## config.mk

```make
export PLATFORM = sky130hd
export DESIGN_NAME = execute_hi_lo_unit
export DESIGN_NICKNAME = d
export VERILOG_FILES = /design/src/rtl/hi_lo_pkg.sv /design/src/rtl/hi_lo_iterative_core.sv /design/src/rtl/execute_hi_lo_unit.sv
export SDC_FILE = /design/constraint.sdc
export NUM_CORES = 1
export LEC_CHECK = 0
export ABC_AREA = 1
export CORE_MARGIN = 2
export CORE_UTILIZATION = 25
export DETAILED_ROUTE_END_ITERATION = 10
export DONT_BUFFER_PORTS = 1
export GPL_TIMING_DRIVEN = 0
export SETUP_SLACK_MARGIN = 0.02
export SYNTH_ARGS = -nofsm -noshare
export SYNTH_HDL_FRONTEND = slang
export SYNTH_SLANG_ARGS = --single-unit
```

## constraint.sdc

```tcl
create_clock -name clk -period 3 [get_ports clk]
set_input_delay 0.3 -clock clk [delete_from_list [all_inputs] [get_ports clk]]
set_output_delay 0.3 -clock clk [all_outputs]
set_load 0.005 [all_outputs]
```

## src/rtl/hi_lo_pkg.sv

```systemverilog
`default_nettype none
// ============================================================================
// Module   : hi_lo_pkg
// Brief    : Shared funct codes, FSM state type and decode helpers for the
//            execute-stage HI/LO unit.
// Revision : 1.0  initial release
// ============================================================================
package hi_lo_pkg;

  localparam logic [5:0] FUNCT_MFHI  = 6'h10;
  localparam logic [5:0] FUNCT_MTHI  = 6'h11;
  localparam logic [5:0] FUNCT_MFLO  = 6'h12;
  localparam logic [5:0] FUNCT_MTLO  = 6'h13;
  localparam logic [5:0] FUNCT_MULT  = 6'h18;
  localparam logic [5:0] FUNCT_MULTU = 6'h19;
  localparam logic [5:0] FUNCT_DIV   = 6'h1A;
  localparam logic [5:0] FUNCT_DIVU  = 6'h1B;

  typedef enum logic [1:0] {
    IDLE = 2'd0,
    MUL  = 2'd1,
    DIV  = 2'd2,
    DONE = 2'd3
  } hi_lo_state_t;

  // True for the move group (0x10-0x13) and the mult/div group (0x18-0x1B).
  function automatic logic is_hi_lo_funct(input logic [5:0] funct);
    return (funct[5:2] == 4'b0100) || (funct[5:2] == 4'b0110);
  endfunction

  // True only for MULT, MULTU, DIV, DIVU.
  function automatic logic is_mul_div_funct(input logic [5:0] funct);
    return (funct[5:2] == 4'b0110);
  endfunction

endpackage
`default_nettype wire

```

## src/rtl/hi_lo_iterative_core.sv

```systemverilog
`default_nettype none
// ============================================================================
// Module   : hi_lo_iterative_core
// Brief    : One-bit-per-cycle shift-add multiplier and restoring divider
//            with iteration counter, sign fix-up and divide-by-zero handling.
// Revision : 1.0  initial release
// ============================================================================
module hi_lo_iterative_core
  import hi_lo_pkg::*;
#(
  parameter int DATA_WIDTH  = 32,
  parameter int COUNT_WIDTH = $clog2(DATA_WIDTH) + 1
) (
  input  logic                  clk,
  input  logic                  clear_n,
  input  logic                  start_i,
  input  logic                  div_i,
  input  logic                  signed_i,
  input  logic [DATA_WIDTH-1:0] op_a_i,
  input  logic [DATA_WIDTH-1:0] op_b_i,
  output logic                  busy_o,
  output logic                  done_o,
  output logic [DATA_WIDTH-1:0] hi_result_o,
  output logic [DATA_WIDTH-1:0] lo_result_o
);

  hi_lo_state_t                 state_q, state_d;
  logic [COUNT_WIDTH-1:0]       count_q;
  logic [DATA_WIDTH-1:0]        acc_q;     // product high half / partial remainder
  logic [DATA_WIDTH-1:0]        low_q;     // multiplier bits / dividend-then-quotient
  logic [DATA_WIDTH-1:0]        opb_q;     // multiplicand / divisor magnitude
  logic [DATA_WIDTH-1:0]        raw_a_q;   // unmodified dividend for divide by zero
  logic                         neg_lo_q;  // operand signs differ
  logic                         neg_hi_q;  // dividend was negative
  logic                         is_div_q;
  logic                         dbz_q;

  logic                         w_a_neg, w_b_neg;
  logic [DATA_WIDTH-1:0]        w_a_mag, w_b_mag;
  logic [DATA_WIDTH:0]          w_mul_sum;
  logic [DATA_WIDTH:0]          w_div_shift;
  logic [DATA_WIDTH:0]          w_div_diff;
  logic                         w_div_ge;
  logic                         w_last_iter;
  logic [2*DATA_WIDTH-1:0]      w_product;

  assign w_a_neg = signed_i & op_a_i[DATA_WIDTH-1];
  assign w_b_neg = signed_i & op_b_i[DATA_WIDTH-1];
  // Negating the most negative value wraps to itself, which is the correct
  // unsigned magnitude.
  assign w_a_mag = w_a_neg ? (~op_a_i + 1'b1) : op_a_i;
  assign w_b_mag = w_b_neg ? (~op_b_i + 1'b1) : op_b_i;

  assign w_mul_sum   = {1'b0, acc_q} + (low_q[0] ? {1'b0, opb_q} : '0);
  assign w_div_shift = {acc_q, low_q[DATA_WIDTH-1]};
  assign w_div_diff  = w_div_shift - {1'b0, opb_q};
  assign w_div_ge    = (w_div_shift >= {1'b0, opb_q});
  assign w_last_iter = (count_q == COUNT_WIDTH'(1));
  assign w_product   = {acc_q, low_q};

  assign busy_o = (state_q != IDLE);
  assign done_o = (state_q == DONE);

  // State register.
  always_ff @(posedge clk or negedge clear_n) begin
    if (!clear_n) state_q <= IDLE;
    else          state_q <= state_d;
  end

  // Next-state logic: count down DATA_WIDTH iterations, then one fix-up cycle.
  always_comb begin
    state_d = state_q;
    case (state_q)
      IDLE:    if (start_i) state_d = div_i ? DIV : MUL;
      MUL:     if (w_last_iter) state_d = DONE;
      DIV:     if (w_last_iter) state_d = DONE;
      DONE:    state_d = IDLE;
      default: state_d = IDLE;
    endcase
  end

  // Datapath: operand capture on accept, one multiplier/quotient bit per cycle.
  always_ff @(posedge clk or negedge clear_n) begin
    if (!clear_n) begin
      count_q  <= '0;
      acc_q    <= '0;
      low_q    <= '0;
      opb_q    <= '0;
      raw_a_q  <= '0;
      neg_lo_q <= 1'b0;
      neg_hi_q <= 1'b0;
      is_div_q <= 1'b0;
      dbz_q    <= 1'b0;
    end else begin
      case (state_q)
        IDLE: begin
          if (start_i) begin
            count_q  <= COUNT_WIDTH'(DATA_WIDTH);
            acc_q    <= '0;
            low_q    <= w_a_mag;
            opb_q    <= w_b_mag;
            raw_a_q  <= op_a_i;
            neg_lo_q <= w_a_neg ^ w_b_neg;
            neg_hi_q <= w_a_neg;
            is_div_q <= div_i;
            dbz_q    <= div_i & (op_b_i == '0);
          end
        end
        MUL: begin
          {acc_q, low_q} <= {w_mul_sum, low_q[DATA_WIDTH-1:1]};
          count_q        <= count_q - COUNT_WIDTH'(1);
        end
        DIV: begin
          acc_q   <= w_div_ge ? w_div_diff[DATA_WIDTH-1:0] : w_div_shift[DATA_WIDTH-1:0];
          low_q   <= {low_q[DATA_WIDTH-2:0], w_div_ge};
          count_q <= count_q - COUNT_WIDTH'(1);
        end
        default: begin
        end
      endcase
    end
  end

  // Final sign fix-up; divide by zero reports all-ones quotient and raw dividend.
  always_comb begin
    hi_result_o = w_product[2*DATA_WIDTH-1:DATA_WIDTH];
    lo_result_o = w_product[DATA_WIDTH-1:0];
    if (is_div_q) begin
      if (dbz_q) begin
        hi_result_o = raw_a_q;
        lo_result_o = '1;
      end else begin
        hi_result_o = neg_hi_q ? (~acc_q + 1'b1) : acc_q;
        lo_result_o = neg_lo_q ? (~low_q + 1'b1) : low_q;
      end
    end else if (neg_lo_q) begin
      {hi_result_o, lo_result_o} = ~w_product + 1'b1;
    end
  end

endmodule
`default_nettype wire

```

## src/rtl/execute_hi_lo_unit.sv

```systemverilog
`default_nettype none
// ============================================================================
// Module   : execute_hi_lo_unit
// Brief    : Execute-stage owner of the HI/LO registers: decodes HI/LO functs,
//            launches iterative mult/div, serves MFHI/MFLO and raises a stall
//            while an iterative operation is in flight.
// Revision : 1.0  initial release
// ============================================================================
module execute_hi_lo_unit
  import hi_lo_pkg::*;
#(
  parameter int DATA_WIDTH  = 32,
  parameter int COUNT_WIDTH = $clog2(DATA_WIDTH) + 1
) (
  input  logic                  clk,
  input  logic                  clear_n,
  input  logic                  op_valid,
  input  logic [5:0]            ALU_function_execute,
  input  logic [DATA_WIDTH-1:0] source_A_execute,
  input  logic [DATA_WIDTH-1:0] source_B_execute,
  output logic [DATA_WIDTH-1:0] hi_lo_read_data_execute,
  output logic [DATA_WIDTH-1:0] hi_execute,
  output logic [DATA_WIDTH-1:0] lo_execute,
  output logic                  busy_execute,
  output logic                  stall_hi_lo
);

  logic [DATA_WIDTH-1:0] hi_q, lo_q;
  logic                  w_accept;
  logic                  w_start;
  logic                  w_core_done;
  logic [DATA_WIDTH-1:0] w_core_hi, w_core_lo;

  // Instructions are only taken while the iterative core is idle.
  assign w_accept = op_valid & ~busy_execute;
  assign w_start  = w_accept & is_mul_div_funct(ALU_function_execute);

  hi_lo_iterative_core #(
    .DATA_WIDTH  (DATA_WIDTH),
    .COUNT_WIDTH (COUNT_WIDTH)
  ) u_core (
    .clk         (clk),
    .clear_n     (clear_n),
    .start_i     (w_start),
    .div_i       (ALU_function_execute[1]),
    .signed_i    (~ALU_function_execute[0]),
    .op_a_i      (source_A_execute),
    .op_b_i      (source_B_execute),
    .busy_o      (busy_execute),
    .done_o      (w_core_done),
    .hi_result_o (w_core_hi),
    .lo_result_o (w_core_lo)
  );

  // HI/LO architectural state: iterative results or direct moves from Rs.
  always_ff @(posedge clk or negedge clear_n) begin
    if (!clear_n) begin
      hi_q <= '0;
      lo_q <= '0;
    end else if (w_core_done) begin
      hi_q <= w_core_hi;
      lo_q <= w_core_lo;
    end else if (w_accept && (ALU_function_execute == FUNCT_MTHI)) begin
      hi_q <= source_A_execute;
    end else if (w_accept && (ALU_function_execute == FUNCT_MTLO)) begin
      lo_q <= source_A_execute;
    end
  end

  // Read mux for MFHI/MFLO; zero for any other funct.
  always_comb begin
    hi_lo_read_data_execute = '0;
    if (ALU_function_execute == FUNCT_MFHI)      hi_lo_read_data_execute = hi_q;
    else if (ALU_function_execute == FUNCT_MFLO) hi_lo_read_data_execute = lo_q;
  end

  assign stall_hi_lo = op_valid & is_hi_lo_funct(ALU_function_execute) & busy_execute;
  assign hi_execute  = hi_q;
  assign lo_execute  = lo_q;

endmodule
`default_nettype wire

```

Word level (Yosys, flattened, before mapping) --
Index checks and enable logic that the tools add are counted.
Storage, ports and cells: logic and storage cells 94, flip-flop bits (word level) 204, input port bits 73, output and inout bits 98
Operators by class: add/subtract/negate cells 8, magnitude comparators 1, bitwise logic cells 15, multiplexer cells 29, reduce and logical (&&, ||, !) cells 16, equality and inequality tests 13
Operator list (count):
- 32-bit two-way mux | 21
- 32-bit case mux with 3 select lines | 2
- 32-bit by 1-bit adder with 32-bit output, second input constant | 4
- 32-bit NOT | 4
- 64-bit by 1-bit adder with 64-bit output, second input constant | 1
- 64-bit NOT | 1
- 32-bit by 32-bit adder with 33-bit output | 1
- 33-bit by 32-bit greater-or-equal comparator with 1-bit output | 1
- 32-bit zero test | 1
- 32-bit subtractor | 1
- 6-bit by 5-bit == test with 1-bit output, second input constant | 4
- 6-bit case mux with 2 select lines | 1
- 2-bit AND reduction | 5
- 4-bit by 3-bit == test with 1-bit output, second input constant | 2
- 2-bit nonzero test | 4
- 1-bit AND | 7
- 6-bit by 1-bit == test with 1-bit output, second input constant | 1
- 2-bit two-way mux | 3
- 6-bit two-way mux | 1
- 2-bit by 1-bit inequality test with 1-bit output, second input constant | 3
- 2-bit case mux with 3 select lines | 1
- 6-bit by 1-bit subtractor with 6-bit output, second input constant | 1
- 2-bit == test, second input constant | 2
- 3-bit nonzero test | 1
- 7 further kinds | 9

Longest topological paths before layout --
Gate-level depths: netlist of run 1.
depth in word-level cells 7, depth in mapped cells 19, depth with buffers taken out 18

Cells and area by module --
Synthesis of run 1 repeated with hierarchy kept, for this count alone.
Second synthesis, totals: cells, all modules 3423, area total of the unflattened synthesis 20111.8 µm²
By module, submodules not included:
- hi_lo_iterative_core | times used 1, seq. area each 3503.4 µm², area an instance 16405.7 µm², cells each 2849
- execute_hi_lo_unit | times used 1, seq. area each 1601.5 µm², area an instance 3706.1 µm², cells each 574

Least setup slack after synthesis of run 1 --
OpenSTA, ideal clock, no wires.
path kind flip-flop to flip-flop, from register u_core.low_q[0], to register u_core.acc_q[15], path buffers 2, required time 2.883 ns, setup slack 0.441 ns, arrival 2.443 ns, cell stages (with the launch flop) 19, path through dfrtp_1 buf_6 clkbuf_1 nand2_1 inv_1 ha_1 fa_1 nand2_1 nand2_1 o21ai_0 inv_1 a21o_1 nand3_1 nand2_1 or2_2 nand2_1 nand2_1 nand2_1 nand2_1
Between the ends: longest elaborated chain between the ends 3
RTL lines:
- start, declared | RTL line hi_lo_iterative_core.sv:30 | logic [DATA_WIDTH-1:0] low_q;
- start signal, assigned | RTL line hi_lo_iterative_core.sv:100 | low_q <= w_a_mag;
- start signal, assigned | RTL line hi_lo_iterative_core.sv:110 | {acc_q, low_q} <= {w_mul_sum, low_q[DATA_WIDTH-1:1]};
- start signal, assigned | RTL line hi_lo_iterative_core.sv:115 | low_q <= {low_q[DATA_WIDTH-2:0], w_div_ge};
- 32-bit two-way mux | RTL line hi_lo_iterative_core.sv:54 | assign w_mul_sum = {1'b0, acc_q} + (low_q[0] ? {1'b0, opb_q} : '0);
- 32-bit by 32-bit adder with 33-bit output | RTL line hi_lo_iterative_core.sv:54
- 32-bit case mux with 3 select lines | RTL line hi_lo_iterative_core.sv:95 | case (state_q)
- end signal, assigned | RTL line hi_lo_iterative_core.sv:110
- end signal, assigned | RTL line hi_lo_iterative_core.sv:114 | acc_q <= w_div_ge ? w_div_diff[DATA_WIDTH-1:0] : w_div_shift[DATA_WIDTH-1:0];
- end, declared | RTL line hi_lo_iterative_core.sv:29 | logic [DATA_WIDTH-1:0] acc_q;
Every way passes these cells. A chain may end at the register's enable or synchronous reset.

Worst setup path after layout of run 1 --
Ends and elaborated chain as after synthesis.

==> results.sh, run 1 <==
export IMPL_grt_overflow=0
export IMPL_async_flop_share=1.00
export IMPL_drc=0
export IMPL_grt_pass1_vias=22100
export IMPL_syn_to_final_growth_pct=13.7
export IMPL_hold_path_class="primary input to async pin"
export IMPL_cpPeakStageDelay_ns=0.41
export IMPL_post_place_ws_ns=-0.278
export IMPL_nFillCells=9129
export IMPL_slew_violations=0
export IMPL_timing_hold_ws_ns=-0.576
export IMPL_die_h_um=288
export IMPL_die_area_um2=83000
export IMPL_highest_layer="met4"
export IMPL_antenna_found_initial=0
export IMPL_design_area_um2=23000
export IMPL_ys_seq_area_frac=0.253
export IMPL_post_dp_cell_area_um2=21500
export IMPL_synth_cell_type_count=50
export IMPL_gp_congestion=1.03
export IMPL_crit_chain="buf_6, buf_4, nand2_1, inv_1, ha_2, fa_2, nand2_1, nand2_1, o21ai_0, inv_1, a21o_1, nand3_1, nand2_1, or2_2, nand2_1, nand2_2, nand2_2, nand2_1"
export IMPL_critPathKind="register to register"
export IMPL_worstSkewPairLatency_ns=0.58
export IMPL_drtAntennaViolNets=0
export IMPL_num_rows=104
export IMPL_tightest_slew_ns=0.882
export IMPL_skew_ns=0.0204
export IMPL_grt_max_degree=205
export IMPL_yosys_top_cells_count="1,077 x nand2_1, 476 x inv_1, 339 x nor2_1"
export IMPL_drt_wirelength_per_cell_um=22.4
export IMPL_finalHoldViolations=204
export IMPL_drive_gt1_frac=0.0490
export IMPL_design_core_area_um2=80300
export IMPL_dr_first_iter_drc_count=2977
export IMPL_crit_buf_inv=4
export IMPL_power_density_nw_per_um2=1120
export IMPL_ys_ff_latch=204
export IMPL_vias=24000
export IMPL_hold_buffers=52
export IMPL_clkSlewWorstSetupHoldPaths_ns=0.07
export IMPL_synth_edf_count=0
export IMPL_dr_wl_met3_um=10400
export IMPL_end_kind="register"
export IMPL_dieWidth_um=288
export IMPL_syn_inst=3410
export IMPL_cts_root_buf="clkbuf_16"
export IMPL_violations="hold timing"
export IMPL_synth_fp_nets=3560
export IMPL_synth_most_common_cell="nand2_1"
export IMPL_yosysTopAreaCellShare=0.253
export IMPL_setup_viol=0
export IMPL_synth_area_leaders="dfrtp_1 25%, nand2_1 20%, inv_1 8.9%"
export IMPL_ios=171
export IMPL_slew_headroom=0.412
export IMPL_slowest_stage="fa_2"
export IMPL_drt_met1_wl_um=43100
export IMPL_cts_sinks=204
export IMPL_yosysWarnings=0
export IMPL_cp_top_family="simple AND/OR/NAND/NOR gates"
export IMPL_grt_pass1_wl_um=147000
export IMPL_cp_required_ns=3.46
export IMPL_cts_tree="done"
export IMPL_nets=3644
export IMPL_ff_latch_area_um2=5110
export IMPL_cts_buffers=24
export IMPL_status="complete, but fails checks"
export IMPL_clockBufferDepth=3
export IMPL_first_pass_iters=8
export IMPL_multi_input_area_um2=12700
export IMPL_synth_main_ff_cell="dfrtp_1"
export IMPL_yosys_area_top_type="dfrtp_1"
export IMPL_initial_utilization=0.251
export IMPL_cpMostUsedCell="nand2_1"
export IMPL_synth_area_um2=20200
export IMPL_power_leakage_nw=11.7
export IMPL_utilization=0.286
export IMPL_min_period_ns=2.90
export IMPL_start_kind="register"
export IMPL_gr_usage_all_layers=0.238
export IMPL_port_buffers=0
export IMPL_wl_um=102000
export IMPL_drv_cap=0
export IMPL_met2_length_um=44000
export IMPL_cts_htree_levels=1
export IMPL_cp_max_fo=10
export IMPL_period_share=0.968
export IMPL_setup_ws_ns=0.0967
export IMPL_peakVddDrop_v=0.000507
export IMPL_arrival_ns=3.36
export IMPL_avgSynthCellArea_um2=5.92
export IMPL_via_per_inst=5.25
export IMPL_max_freq_mhz=344
export IMPL_dpl_hpwl_um=83500
state kept, by name (all words and copies together) (netlist names):
signal / flops
hi_execute: 32
lo_execute: 32
u_core.acc_q: 32
u_core.count_q: 6
u_core.dbz_q: 1
u_core.is_div_q: 1
u_core.low_q: 32
u_core.neg_hi_q: 1
u_core.neg_lo_q: 1
u_core.opb_q: 32
u_core.raw_a_q: 32
u_core.state_q: 2
stage by stage:
| step | std cells | power, mW | TNS (ns) | hold WS, ns |
|---|---|---|---|---|
| 2_1_floorplan | 3410 | 15.6 | 0 | 0.00441 |
| 3_3_place_gp | 4470 | 21.6 | -0.846 | 0.0155 |
| 3_5_place_dp | 4470 | 21.6 | -0.923 | 0.0157 |
| 4_1_cts | 4564 | 24.9 | -0.0162 | -0.586 |
| 5_1_grt | 4568 | 27.2 | -0.00451 | -0.577 |
| 6_report | 4569 | 25.6 | 0 | -0.576 |
layer usage:
layer | vias to the layer above | track usage
met1 | 11300 | 0.322
met3 | 221 | 0.0517
met5 | - | 0
met4 | 0 | 0.0988
li1 | 11200 | -
met2 | 1306 | 0.366
path summary, 6_finish.rpt:
check	end	from	slack, ns	depth (start not counted)
setup / recovery	u_core.acc_q[15]	u_core.low_q[0]	0.1	18
hold / removal	hi_execute[3]	clear_n	-0.58	0
setup reg to reg	u_core.acc_q[15]	u_core.low_q[0]	0.1	18
hold reg to reg	u_core.raw_a_q[30]	u_core.raw_a_q[30]	0.50	2
max in group asynchronous	u_core.acc_q[21]	clear_n	2.94	0
min in group clk	u_core.raw_a_q[9]	source_A_execute[9]	0.01	2
report_power, final:
part	total, mW	switching [mW]	leakage [nW]	internal, mW
clock network	3.18	1.34	0.398	1.84
logic	16.7	11.9	8.79	4.80
registers	5.78	1.81	2.54	3.97
total	25.6	15.0	11.7	10.6
layout by cell type, fill, tap and decap left out, types with 68 or more instances in the layout:
| master | synthesis | routed |
|---|---|---|
| ha_1 | 75 | 68 |
| o22ai_1 | 101 | 101 |
| o21ai_0 | 233 | 231 |
| nand3_1 | 255 | 254 |
| nand2_1 | 1077 | 1073 |
| nor2_1 | 339 | 339 |
| clkbuf_1 | 83 | 82 |
| dfrtp_1 | 204 | 196 |
| inv_1 | 476 | 475 |
| a21oi_1 | 174 | 173 |
logic make-up after synthesis:
family                     count (synthesis)  share of synthesized area
and+or+nand+nor                         1816                      0.376
xor gates and xnor gates                  63                     0.0273
DFF                                      204                      0.253
adders and majority gates                 77                     0.0485
buffers and inverters                    618                      0.119
AOI/OAI and AO/OA                        632                      0.176
cell type report:
class | count | share of cell area
antenna | 1 | 0.000109
buffer | 125 | 0.0242
clock buffer | 33 | 0.0298
clock inverter | 7 | 0.00545
inverter | 493 | 0.0809
multi-input combinational | 2588 | 0.554
sequential | 204 | 0.223
tap | 1060 | 0.0578
timing repair buffer | 58 | 0.0246
repair_timing:
item                                   4_1_cts  5_1_grt
setup endpoints to repair                   14       26
resized for setup                            6       32
pin swaps                                    0        1
endpoints found under the hold margin      263      204
setup buffers                                2        4
No activity file was read; power rests on OpenSTA's default activity.
==> run 2: changes to the inputs <==
--- a/config.mk
+++ b/config.mk
@@ -6,7 +6,7 @@
 export NUM_CORES = 1
 export LEC_CHECK = 0
 export ABC_AREA = 1
-export CORE_MARGIN = 2
+export CORE_MARGIN = 1.5
 export CORE_UTILIZATION = 25
 export DETAILED_ROUTE_END_ITERATION = 10
 export DONT_BUFFER_PORTS = 1
==> constraint.sdc (replaced) <==
create_clock -name clk -period 2.7 [get_ports clk]
set_input_delay 0.27 -clock clk [delete_from_list [all_inputs] [get_ports clk]]
set_output_delay 0.27 -clock clk [all_outputs]
set_load 0.005 [all_outputs]
==> results.sh, run 2 (same netlist as run 1, synthesis figures left out) <==
export IMPL_drv_cap=0
export IMPL_peakVddDrop_v=0.000513
export IMPL_reg2reg_depth=12
export IMPL_hold_path_class="primary input to async pin"
export IMPL_rsz0062_at_grt="yes"
export IMPL_num_rows=104
export IMPL_grt_pass1_wl_um=148000
export IMPL_dieWidth_um=287
export IMPL_worstSkewPairLatency_ns=0.57
export IMPL_reg2reg_to="lo_execute[22]"
export IMPL_critPathKind="register to register"
export IMPL_violations="hold timing"
export IMPL_seq_power_share=0.216
export IMPL_drtAntennaViolNets=0
export IMPL_start_kind="register"
export IMPL_finalHoldViolations=204
export IMPL_tightest_slew_ns=0.989
export IMPL_grt_overflow=0
export IMPL_switching_share=0.580
export IMPL_cts_htree_levels=1
export IMPL_regToRegSetupSlack_ns=0.03
export IMPL_nets=3687
export IMPL_end_kind="register"
export IMPL_die_h_um=287
export IMPL_power_leakage_nw=11.9
export IMPL_cts_buffers=24
export IMPL_utilization=0.299
export IMPL_skew_ns=0.0184
export IMPL_grt_max_degree=205
export IMPL_p_sw_mw=17.1
export IMPL_hold_buffers=59
export IMPL_dpl_hpwl_um=83100
export IMPL_gp_congestion=1.03
export IMPL_cp_max_fo=8
export IMPL_antenna_found_initial=3
export IMPL_vias=24400
export IMPL_drive_gt1_frac=0.0945
export IMPL_port_buffers=0
export IMPL_ios=171
export IMPL_drc=0
export IMPL_clkSlewWorstSetupHoldPaths_ns=0.06
export IMPL_slew_headroom=0.341
export IMPL_wl_um=104000
export IMPL_ff_latch_area_um2=5150
export IMPL_final_cell_mix="1,059 x nand2_1, 469 x inv_1, 323 x nor2_1, 247 x nand3_1, 218 x o21ai_0"
export IMPL_arrival_ns=3.08
export IMPL_fin_cells=4616
export IMPL_cp_required_ns=3.11
export IMPL_regToRegStartpoint="u_core.low_q[0]"
export IMPL_power_density_nw_per_um2=1230
export IMPL_dp_cells=4470
export IMPL_power_frac_clock=0.119
export IMPL_slew_violations=0
export IMPL_min_period_ns=2.67
export IMPL_period_share=0.988
export IMPL_dr_first_iter_drc_count=3156
export IMPL_via_per_inst=5.29
export IMPL_status="complete, but fails checks"
export IMPL_nFillCells=8972
export IMPL_max_freq_mhz=375
export IMPL_drt_wirelength_per_cell_um=22.4
export IMPL_gr_usage_all_layers=0.241
export IMPL_cts_sinks=204
export IMPL_clockBufferDepth=3
export IMPL_layout_cells_most_common="nand2_1"
export IMPL_design_core_area_um2=80300
export IMPL_first_pass_iters=8
export IMPL_p_int_mw=12.4
export IMPL_multi_input_area_um2=13400
export IMPL_setup_viol=0
export IMPL_timing_hold_ws_ns=-0.603
export IMPL_setup_worst_path_start="u_core.low_q[0]"
export IMPL_cts_tree="done"
export IMPL_initial_utilization=0.251
export IMPL_grt_pass1_vias=22300
export IMPL_p_comb_frac=0.666
export IMPL_syn_to_final_growth_pct=18.9
export IMPL_cts_root_buf="clkbuf_16"
export IMPL_die_area_um2=82500
export IMPL_setup_tns_ns=0
run 2: worst max-delay path, stage by stage, from the launching register on:
cell	delay [ns]
dfrtp_1	0.37
buf_6	0.15
inv_2	0.12
ha_4	0.18
inv_2	0.07
nor3_4	0.26
nand2_2	0.15
nor2_4	0.17
nand4_2	0.14
nand2_4	0.19
xor2_1	0.10
o21ai_0	0.42
o211ai_1	0.18
run 2: metrics by stage:
| step | setup WS [ns] | area (µm²) | power, mW | hold slack [ns] |
|---|---|---|---|---|
| CTS | 0.0192 | 23200 | 27.9 | -0.612 |
| finish | 0.0325 | 24000 | 29.6 | -0.603 |
| floorplan | 0.141 | 20200 | 17.4 | -0.0256 |
| global placement | -0.617 | 21500 | 24.0 | -0.0189 |
| detailed placement | -0.626 | 21500 | 24.0 | -0.0183 |
| global route | -0.0879 | 24000 | 31.3 | -0.596 |
run 2: worst max-delay path by stage:
stage,end,depth (start not counted)
finish,lo_execute[22],12
global route,u_core.acc_q[15],15
CTS,u_core.acc_q[15],18
detailed placement,u_core.acc_q[30],16
global placement,u_core.acc_q[30],16
floorplan,u_core.acc_q[15],18
run 2: routing by layer:
layer,track usage,share of wire,vias up,wire [µm]
met5,0,0.00016,-,17
met4,0.101,0.050,4,5130
met3,0.0514,0.11,243,11100
met2,0.375,0.44,1317,45100
met1,0.322,0.41,11600,42200
li1,-,-,11300,-
run 2: area by class of cell:
| class | instances | area share |
|---|---|---|
| multi-input cells | 2588 | 0.557 |
| flip-flops and latches | 204 | 0.215 |
| inverters | 493 | 0.0774 |
| well taps | 1060 | 0.0552 |
| repair buffers | 101 | 0.0377 |
| clock buffers | 33 | 0.0289 |
| plain buffers | 125 | 0.0237 |
| clock inverters | 11 | 0.00537 |
| diodes | 1 | 0.000104 |
run 2: repair_timing:
item / in CTS / in global routing
pin swaps: 2 / 11
buffers inserted: 7 / 35
setup endpoints to repair: 44 / 105
gates resized for setup: 88 / 121
endpoints found under the hold margin: 279 / 204
cloned: 0 / 0
run 2: power by group through the flow:
stage          clock network, mW  logic, mW  registers, mW
6_report                    3.51       19.7           6.37
5_1_grt                     3.59       21.3           6.40
4_1_cts                     3.51       18.2           6.26
3_5_place_dp                   0       17.7           6.30
3_3_place_gp                   0       17.7           6.29
2_1_floorplan                  0       12.1           5.32
